## config.mk

```make
export PLATFORM = sky130hd
export DESIGN_NAME = serial_sub_ctrl
export DESIGN_NICKNAME = d
export VERILOG_FILES = /design/src/rtl/sub_pkg.sv /design/src/rtl/full_sub4.sv /design/src/rtl/serial_sub_ctrl.sv
export SDC_FILE = /design/constraint.sdc
export NUM_CORES = 1
export LEC_CHECK = 0
export CORE_MARGIN = 1
export CORE_UTILIZATION = 38
export DETAILED_ROUTE_END_ITERATION = 16
export MAX_ROUTING_LAYER = met4
export PLACE_DENSITY = 0.64
export SKIP_CTS_REPAIR_TIMING = 1
export SLEW_MARGIN = 20
export SYNTH_ARGS = -nofsm -noshare
export SYNTH_HDL_FRONTEND = slang
export SYNTH_SLANG_ARGS = --single-unit
```

## constraint.sdc

```tcl
create_clock -name clk -period 1.95 [get_ports clk]
set_clock_uncertainty 0.05 [all_clocks]
set_input_delay 0.585 -clock clk [delete_from_list [all_inputs] [get_ports clk]]
set_output_delay 0.585 -clock clk [all_outputs]
set_load 0.1 [all_outputs]
```

## src/rtl/sub_pkg.sv

```systemverilog
// sub_pkg: shared state encoding and default width for the serial subtractor
package sub_pkg;
    localparam int SUB_W = 8;
    typedef enum logic {ST_IDLE = 1'b0, ST_SHIFT = 1'b1} state_t;
endpackage

```

## src/rtl/full_sub4.sv

```systemverilog
// full_sub4: 1-bit full-subtractor cell (d = difference bit, e = borrow out)
module full_sub4 (
    input  logic a,
    input  logic b,
    input  logic bin,
    output logic d,
    output logic e
);
    assign d = a ^ b ^ bin;
    assign e = (~a & b) | (~a & bin) | (b & bin);
endmodule

```

## src/rtl/serial_sub_ctrl.sv

```systemverilog
// serial_sub_ctrl: bit-serial a - b - bin, one bit per clock LSB first, around one full_sub4 cell
module serial_sub_ctrl
    import sub_pkg::*;
#(
    parameter int W = SUB_W
) (
    input  logic         clk,
    input  logic         rst_n,
    input  logic         start,
    input  logic [W-1:0] a,
    input  logic [W-1:0] b,
    input  logic         bin,
    output logic         busy,
    output logic         done,
    output logic [W-1:0] diff,
    output logic         borrow_out
);
    localparam int CNT_W = $clog2(W + 1);

    state_t           state, state_nxt;
    logic [W-1:0]     a_sh, b_sh;
    logic [W-2:0]     res;
    logic [CNT_W-1:0] cnt;
    logic             brw, d, e, load, fin;

    full_sub4 u_cell (
        .a  (a_sh[0]),
        .b  (b_sh[0]),
        .bin(brw),
        .d  (d),
        .e  (e)
    );

    assign busy = (state == ST_SHIFT);

    // State register
    always_ff @(posedge clk or negedge rst_n) begin
        if (!rst_n) state <= ST_IDLE;
        else        state <= state_nxt;
    end

    // Accept a start only when idle; finish on the last bit
    always_comb begin
        load      = (state == ST_IDLE) && start;
        fin       = (state == ST_SHIFT) && (cnt == CNT_W'(W - 1));
        state_nxt = load ? ST_SHIFT : fin ? ST_IDLE : state;
    end

    // Datapath: operand shifters, borrow flop, partial result and held outputs.
    // res only needs the W-1 earlier bits; the final bit comes straight from the cell.
    always_ff @(posedge clk or negedge rst_n) begin
        if (!rst_n) begin
            a_sh       <= '0;
            b_sh       <= '0;
            brw        <= 1'b0;
            cnt        <= '0;
            res        <= '0;
            done       <= 1'b0;
            diff       <= '0;
            borrow_out <= 1'b0;
        end else begin
            done <= fin;
            if (load) begin
                a_sh <= a;
                b_sh <= b;
                brw  <= bin;
                cnt  <= '0;
                res  <= '0;
            end else if (state == ST_SHIFT) begin
                a_sh <= a_sh >> 1;
                b_sh <= b_sh >> 1;
                brw  <= e;
                cnt  <= cnt + 1'b1;
                res  <= (W-1)'({d, res} >> 1);
            end
            if (fin) begin
                diff       <= {d, res};
                borrow_out <= e;
            end
        end
    end
endmodule

```

==> impl_metrics.csv, run 1 <==
group,metric,value,unit
status,status,"completed",
yosys,synth_fa_ha_area_share,1.96,%
cells_and_area,stdcell_area,0.00222,mm²
power,p_leak,1.06,nW
global_route,antenna_found_initial,0,
global_route,grt_pass1_wl,4820,µm
timing,timing.slew.headroom,68.7,%
worst_setup_path,worst-path-buf-inv,1,
clock_network,cts_tree,"yes",
worst_setup_path,worst-endpoint-arrival,1.10,ns
yosys,synth_top_cell_by_area,"dfrtp_1",
yosys,yosysSeqAreaShare,58.8,%
yosys,synth-simple-area-share,8.14,%
clock_network,clk_latency,0.28,ns
global_route,track_usage,15.1,%
worst_setup_path,required,1.31,ns
power,powerDensity,1770,mW/mm²
cells_and_area,diodes,0,
worst_setup_path,endpoint_kind,"output pin",
power,max-vdd-ir-drop,608,µV
worst_setup_path,worstPathCellList,"buf_12",
die,coreArea,0.00409,mm²
yosys,ys.warnings.count,0,
die,die_area,0.00464,mm²
yosys,synthesis.nets,157,
yosys,yosysTopAreaCellShare,58.8,%
yosys,yosys-top-cells-area,"dfrtp_1 59%, mux2i_1 10%, mux2_4 6.3%, o21ai_0 6.3%, nand2_1 5.0%",
cells_and_area,fin_nets,189,
routing,drt-met1-wl,1250,µm
timing,finalHoldViolCount,0,
worst_setup_path,cp_slowest_cell,"dfrtp_1",
worst_setup_path,critPathLaunchType,"register",
min_path,hold_path.class,"in -> async",
clock_network,path_clk_slew,0.07,ns
cells_and_area,final_core_util,54.3,%
place,place_congestion,0.688,
timing,clock.fmax,577,MHz
worst_setup_path,r2r_slack,0.38,ns
yosys,netlist_instances,135,
die,rows,23,
clock_network,cts_max_level,2,
clock_network,cts.sinks,39,
global_route,grt_max_degree,40,
routing,drt_wl_total,2840,µm
worst_setup_path,worst-path-max-fanout,9,
routing,highest_layer,"met4",
die,die_w,68.1,µm
global_route,globalRoute.totalOverflow,0,
job,maxCapViolations,0,
place,port_buffers,30,
worst_setup_path,r2r_cells,4,
worst_setup_path,r2r-start,"busy",
timing,period_share,88.9,%
routing,remaining_drc_errors,0,
place,place_area,0.00212,mm²
yosys,synthXorXnorAreaFrac,0.528,%
routing,via_per_inst,4.93,
yosys,synth-seq-cells,39,
timing,worst_pin_slew,0.469,ns
cells_and_area,drive_gt1_share,19.0,%
clock_network,cts_buffers,5,
routing,met3WireLength,143,µm
yosys,synth_compound_area_share,9.87,%
timing,setup_viol,0,
timing,slew_viol_final,0,
routing,ant_nets,0,
timing,period_needed,1.73,ns
place,dpl.hpwl,2090,µm
routing,routed-wl-met2,1430,µm
worst_setup_path,critPathMaxStageDelay,0.58,ns
routing,firstDrtPassIters,4,
die,dieHeight,68.1,µm
clock_network,cts_max_path_buffers,2,
yosys,ys_types,21,
cells_and_area,areaGrowthSynthToFinish,33.5,%
die,ios,31,
routing,vias,1075,
yosys,syn_area,0.00166,mm²
die,start_util,40.6,%
yosys,syn-mean-instance-area,12.3,µm²
global_route,grt_pass1_vias,1079,
yosys,synth_top_family_by_area,"multiplexers",
worst_setup_path,path_class,"reg -> out",
timing,grt_setup_unrepaired,"no",
clock_network,cts-root-buf,"clkbuf_8",
routing,drt-wirelength-per-cell,13.0,µm
timing,fin_tns_setup,0,ns
yosys,synthMuxAreaShare,17.3,%
worst_setup_path,critical_path.top_delay_family,"flip-flops",
worst_setup_path,timing.rr.end,"cnt[2]",
cells_and_area,fillCellCount,364,
routing,drt_iter0_drc,30,
## metal layers
| layer | up-vias | track usage (%) |
|---|---|---|
| li1 | 530 | - |
| met3 | 2 | 6.00 |
| met1 | 512 | 17.1 |
| met5 | - | - |
| met4 | 0 | 6.25 |
| met2 | 31 | 23.8 |
## worst max path at each step
stage / start / end / slack (ns) / cells past startpoint
after floorplan: busy / borrow_out / 0.05 / 4
after global placement: start / cnt[2] / 0.10 / 5
after detailed placement: start / cnt[2] / 0.05 / 5
after CTS: busy / busy / 0.19 / 1
after global routing: busy / busy / 0.15 / 1
final: busy / busy / 0.22 / 1
## logic make-up after synthesis
| kind of cell | after synthesis |
|---|---|
| buf+inv | 11 |
| flops | 39 |
| simple gates | 29 |
| mux | 25 |
| xor+xnor | 1 |
| compound gates | 28 |
| fa+ha+maj | 2 |
## Yosys cell counts
library cell	number
o22ai_1	1
dfrtp_1	39
buf_6	1
nand4b_4	1
ha_1	1
clkbuf_1	4
mux2_2	1
nor2_2	1
nand3_1	1
xor2_1	1
inv_1	3
nand2_1	22
mux2_4	7
nor2b_1	1
mux2i_1	17
nor2_1	3
o21ai_0	21
a22o_1	6
buf_4	2
buf_2	1
fa_1	1
## sequential cells by signal, indices dropped and copies added (netlist names)
name,cells
done,1
busy,1
b_sh,8
cnt,4
borrow_out,1
a_sh,8
diff,8
res,7
brw,1
## metrics by stage
| step | hold WS, ns | setup WS (ns) | power [mW] | std cells |
|---|---|---|---|---|
| after floorplan | 0.239 | 0.0461 | 2.69 | 135 |
| after global placement | 0.409 | 0.103 | 3.31 | 210 |
| after detailed placement | 0.423 | 0.0501 | 3.38 | 210 |
| after CTS | 0.302 | 0.192 | 3.96 | 218 |
| after global routing | 0.318 | 0.149 | 4.14 | 218 |
| final | 0.284 | 0.217 | 3.92 | 218 |
## worst reg2reg max path, stage by stage (launching register included)
cell,delay (ns)
dfrtp_1,0.58
buf_4,0.39
nor2_2,0.17
o21ai_0,0.17
o21ai_0,0.10
## cell usage in the layout (no fill, tap or decap), types with 3 or more instances in the layout
| cell | Yosys | layout |
|---|---|---|
| dfrtp_1 | 39 | 39 |
| nand2_1 | 22 | 22 |
| clkdlybuf4s50_1 | 0 | 18 |
| mux2_4 | 7 | 7 |
| o21ai_0 | 21 | 21 |
| buf_12 | 0 | 12 |
| inv_1 | 3 | 3 |
| nor2_1 | 3 | 3 |
| a22o_1 | 6 | 6 |
| clkbuf_8 | 0 | 7 |
| mux2i_1 | 17 | 17 |
## power by group
group	internal (mW)	total [mW]	switching (mW)
sequential	1.14	1.43	0.291
clock	0.322	0.580	0.257
combinational	0.792	1.91	1.12
## final cells by class
class	instances	area (µm²)	area share, %
inverters	3	11.3	0.508
multi-input cells	85	627	28.3
repair buffers	33	440	19.9
well taps	50	62.6	2.82
flip-flops and latches	39	976	44.0
clock buffers	8	100	4.51
(Power assumes the default switching activity.)
==> inputs of run 2 (changes only) <==
- SLEW_MARGIN: 20 -> unset
==> results of run 2 <==
The final DEF is identical to that of run 1; final timing and power are the same.
==> inputs of run 3 (changes only) <==
- clock period: 1.95 -> 2.2 ns (I/O delays scaled with it)
==> run 3 against run 2 <==
Combinational power decreased by 12%. Power decreased by 12%. Sequential share of layout area increased by 0.25 points. Non-clock buffer count unchanged. Cell count unchanged. Utilization decreased by 0.31 points. First-iteration DRC count unchanged. Register-to-register slack improved by 0.31 ns. Die area unchanged. Sequential power decreased by 12%. Critical path type unchanged. Critical endpoint unchanged. Largest cell class unchanged. Highest routed layer unchanged.
==> impl_metrics.csv, run 3 (synthesis results as in run 1) <==
group,metric,value,unit
timing,period_needed,1.73,ns
die,rows,23,
place,port_buffers,30,
clock_network,path_clk_slew,0.07,ns
global_route,grt_pass1_wl,4820,µm
worst_setup_path,worst-path-max-fanout,6,
worst_setup_path,worstPathCellList,"buf_12",
clock_network,cts_tree,"yes",
cells_and_area,final_core_util,53.9,%
global_route,globalRoute.totalOverflow,0,
clock_network,cts.sinks,39,
timing,grt_setup_unrepaired,"no",
clock_network,cts-root-buf,"clkbuf_8",
worst_setup_path,critical_path.top_delay_family,"flip-flops",
clock_network,clk_latency,0.28,ns
power,p_leak,1.06,nW
timing,holdWs,0.357,ns
die,ios,31,
clock_network,cts_buffers,5,
cells_and_area,top_regs,"a_sh: 8 flops, b_sh: 8 flops, diff: 8 flops",
timing,slew_viol_final,0,
global_route,track_usage,14.9,%
timing,period_share,78.4,%
place,place_congestion,0.644,
die,coreArea,0.00409,mm²
die,die_area,0.00464,mm²
clock_network,cts_max_level,2,
min_path,hold_path.class,"in -> async",
routing,drt_wl_total,2760,µm
worst_setup_path,critPathLaunchType,"register",
worst_setup_path,critPathMaxStageDelay,0.51,ns
clock_network,cts_max_path_buffers,2,
cells_and_area,layout_commonest_cell,"dfrtp_1",
die,dieHeight,68.1,µm
timing,worst_pin_slew,0.475,ns
die,start_util,40.6,%
timing,finalHoldViolCount,0,
worst_setup_path,required,1.49,ns
die,die_w,68.1,µm
routing,ant_nets,0,
global_route,grt_pass1_vias,1088,
power,max-vdd-ir-drop,506,µV
timing,setup_ws,0.475,ns
global_route,antenna_found_initial,0,
job,maxCapViolations,0,
worst_setup_path,endpoint_kind,"output pin",
worst_setup_path,worst-endpoint-arrival,1.02,ns
routing,via_per_inst,4.95,
worst_setup_path,cp_slowest_cell,"dfrtp_1",
routing,firstDrtPassIters,4,
place,dpl.hpwl,2010,µm
cells_and_area,fin_nets,189,
routing,drt_iter0_drc,30,
timing,fin_tns_setup,0,ns
cells_and_area,areaGrowthSynthToFinish,32.8,%
timing,clock.fmax,580,MHz
place,dp_slack,0.208,ns
timing,setup_viol,0,
cells_and_area,final_cell_mix,"39 x dfrtp_1, 22 x nand2_1, 21 x o21ai_0, 18 x clkdlybuf4s50_1, 17 x mux2i_1",
power,powerDensity,1570,mW/mm²
routing,vias,1080,
cells_and_area,drive_gt1_share,19.0,%
cells_and_area,diodes,0,
status,status,"completed",
global_route,grt_max_degree,41,
worst_setup_path,worst-path-buf-inv,1,
routing,drt-wirelength-per-cell,12.6,µm
routing,remaining_drc_errors,0,
worst_setup_path,path_class,"reg -> out",
timing,timing.slew.headroom,68.3,%
power,report.power.total,3.45,mW
[run 3: cell count changes in the layout (fill, tap and decap cells not counted)]
cell	before	now
buf_12	12	11
buf_4	2	3
[run 3: area by class of cell]
type	instances	area (µm²)
inverters	3	11.3
clock buffers	8	100
multi-input cells	85	627
repair buffers	33	428
fillers	366	1880
flip-flops and latches	39	976
well taps	50	62.6
[run 3: per-layer routing]
| layer | wire, µm | vias up | track usage, % | share of wire, % |
|---|---|---|---|---|
| li1 | - | 527 | - | - |
| met3 | 140 | 8 | 4.00 | 5.1 |
| met4 | 59 | 0 | 7.03 | 2.1 |
| met5 | 0 | - | - | 0 |
| met2 | 1260 | 30 | 22.9 | 46 |
| met1 | 1290 | 515 | 18.0 | 47 |
[run 3: through the flow]
stage | instance area, µm² | std cells
6_report | 2200 | 218
5_1_grt | 2200 | 218
4_1_cts | 2200 | 218
3_5_place_dp | 2100 | 210
3_3_place_gp | 2100 | 210
2_1_floorplan | 1660 | 135
[run 3: report_power, final]
group	internal, mW	switching [mW]	total (mW)
Sequential	1.01	0.251	1.26
Combinational	0.690	0.988	1.68
Clock	0.286	0.226	0.512
[run 3: path summary, 6_finish.rpt]
path                       slack (ns)  startpoint  depth (start not counted)  endpoint
min                              0.36       rst_n                          2   diff[4]
max                              0.47        busy                          1      busy
min reg2reg                      0.43     b_sh[4]                          2   b_sh[3]
max reg2reg                      0.69        busy                          4    cnt[2]
min in group clk                 0.43     b_sh[4]                          2   b_sh[3]
max in group asynchronous        1.40       rst_n                          2    cnt[2]
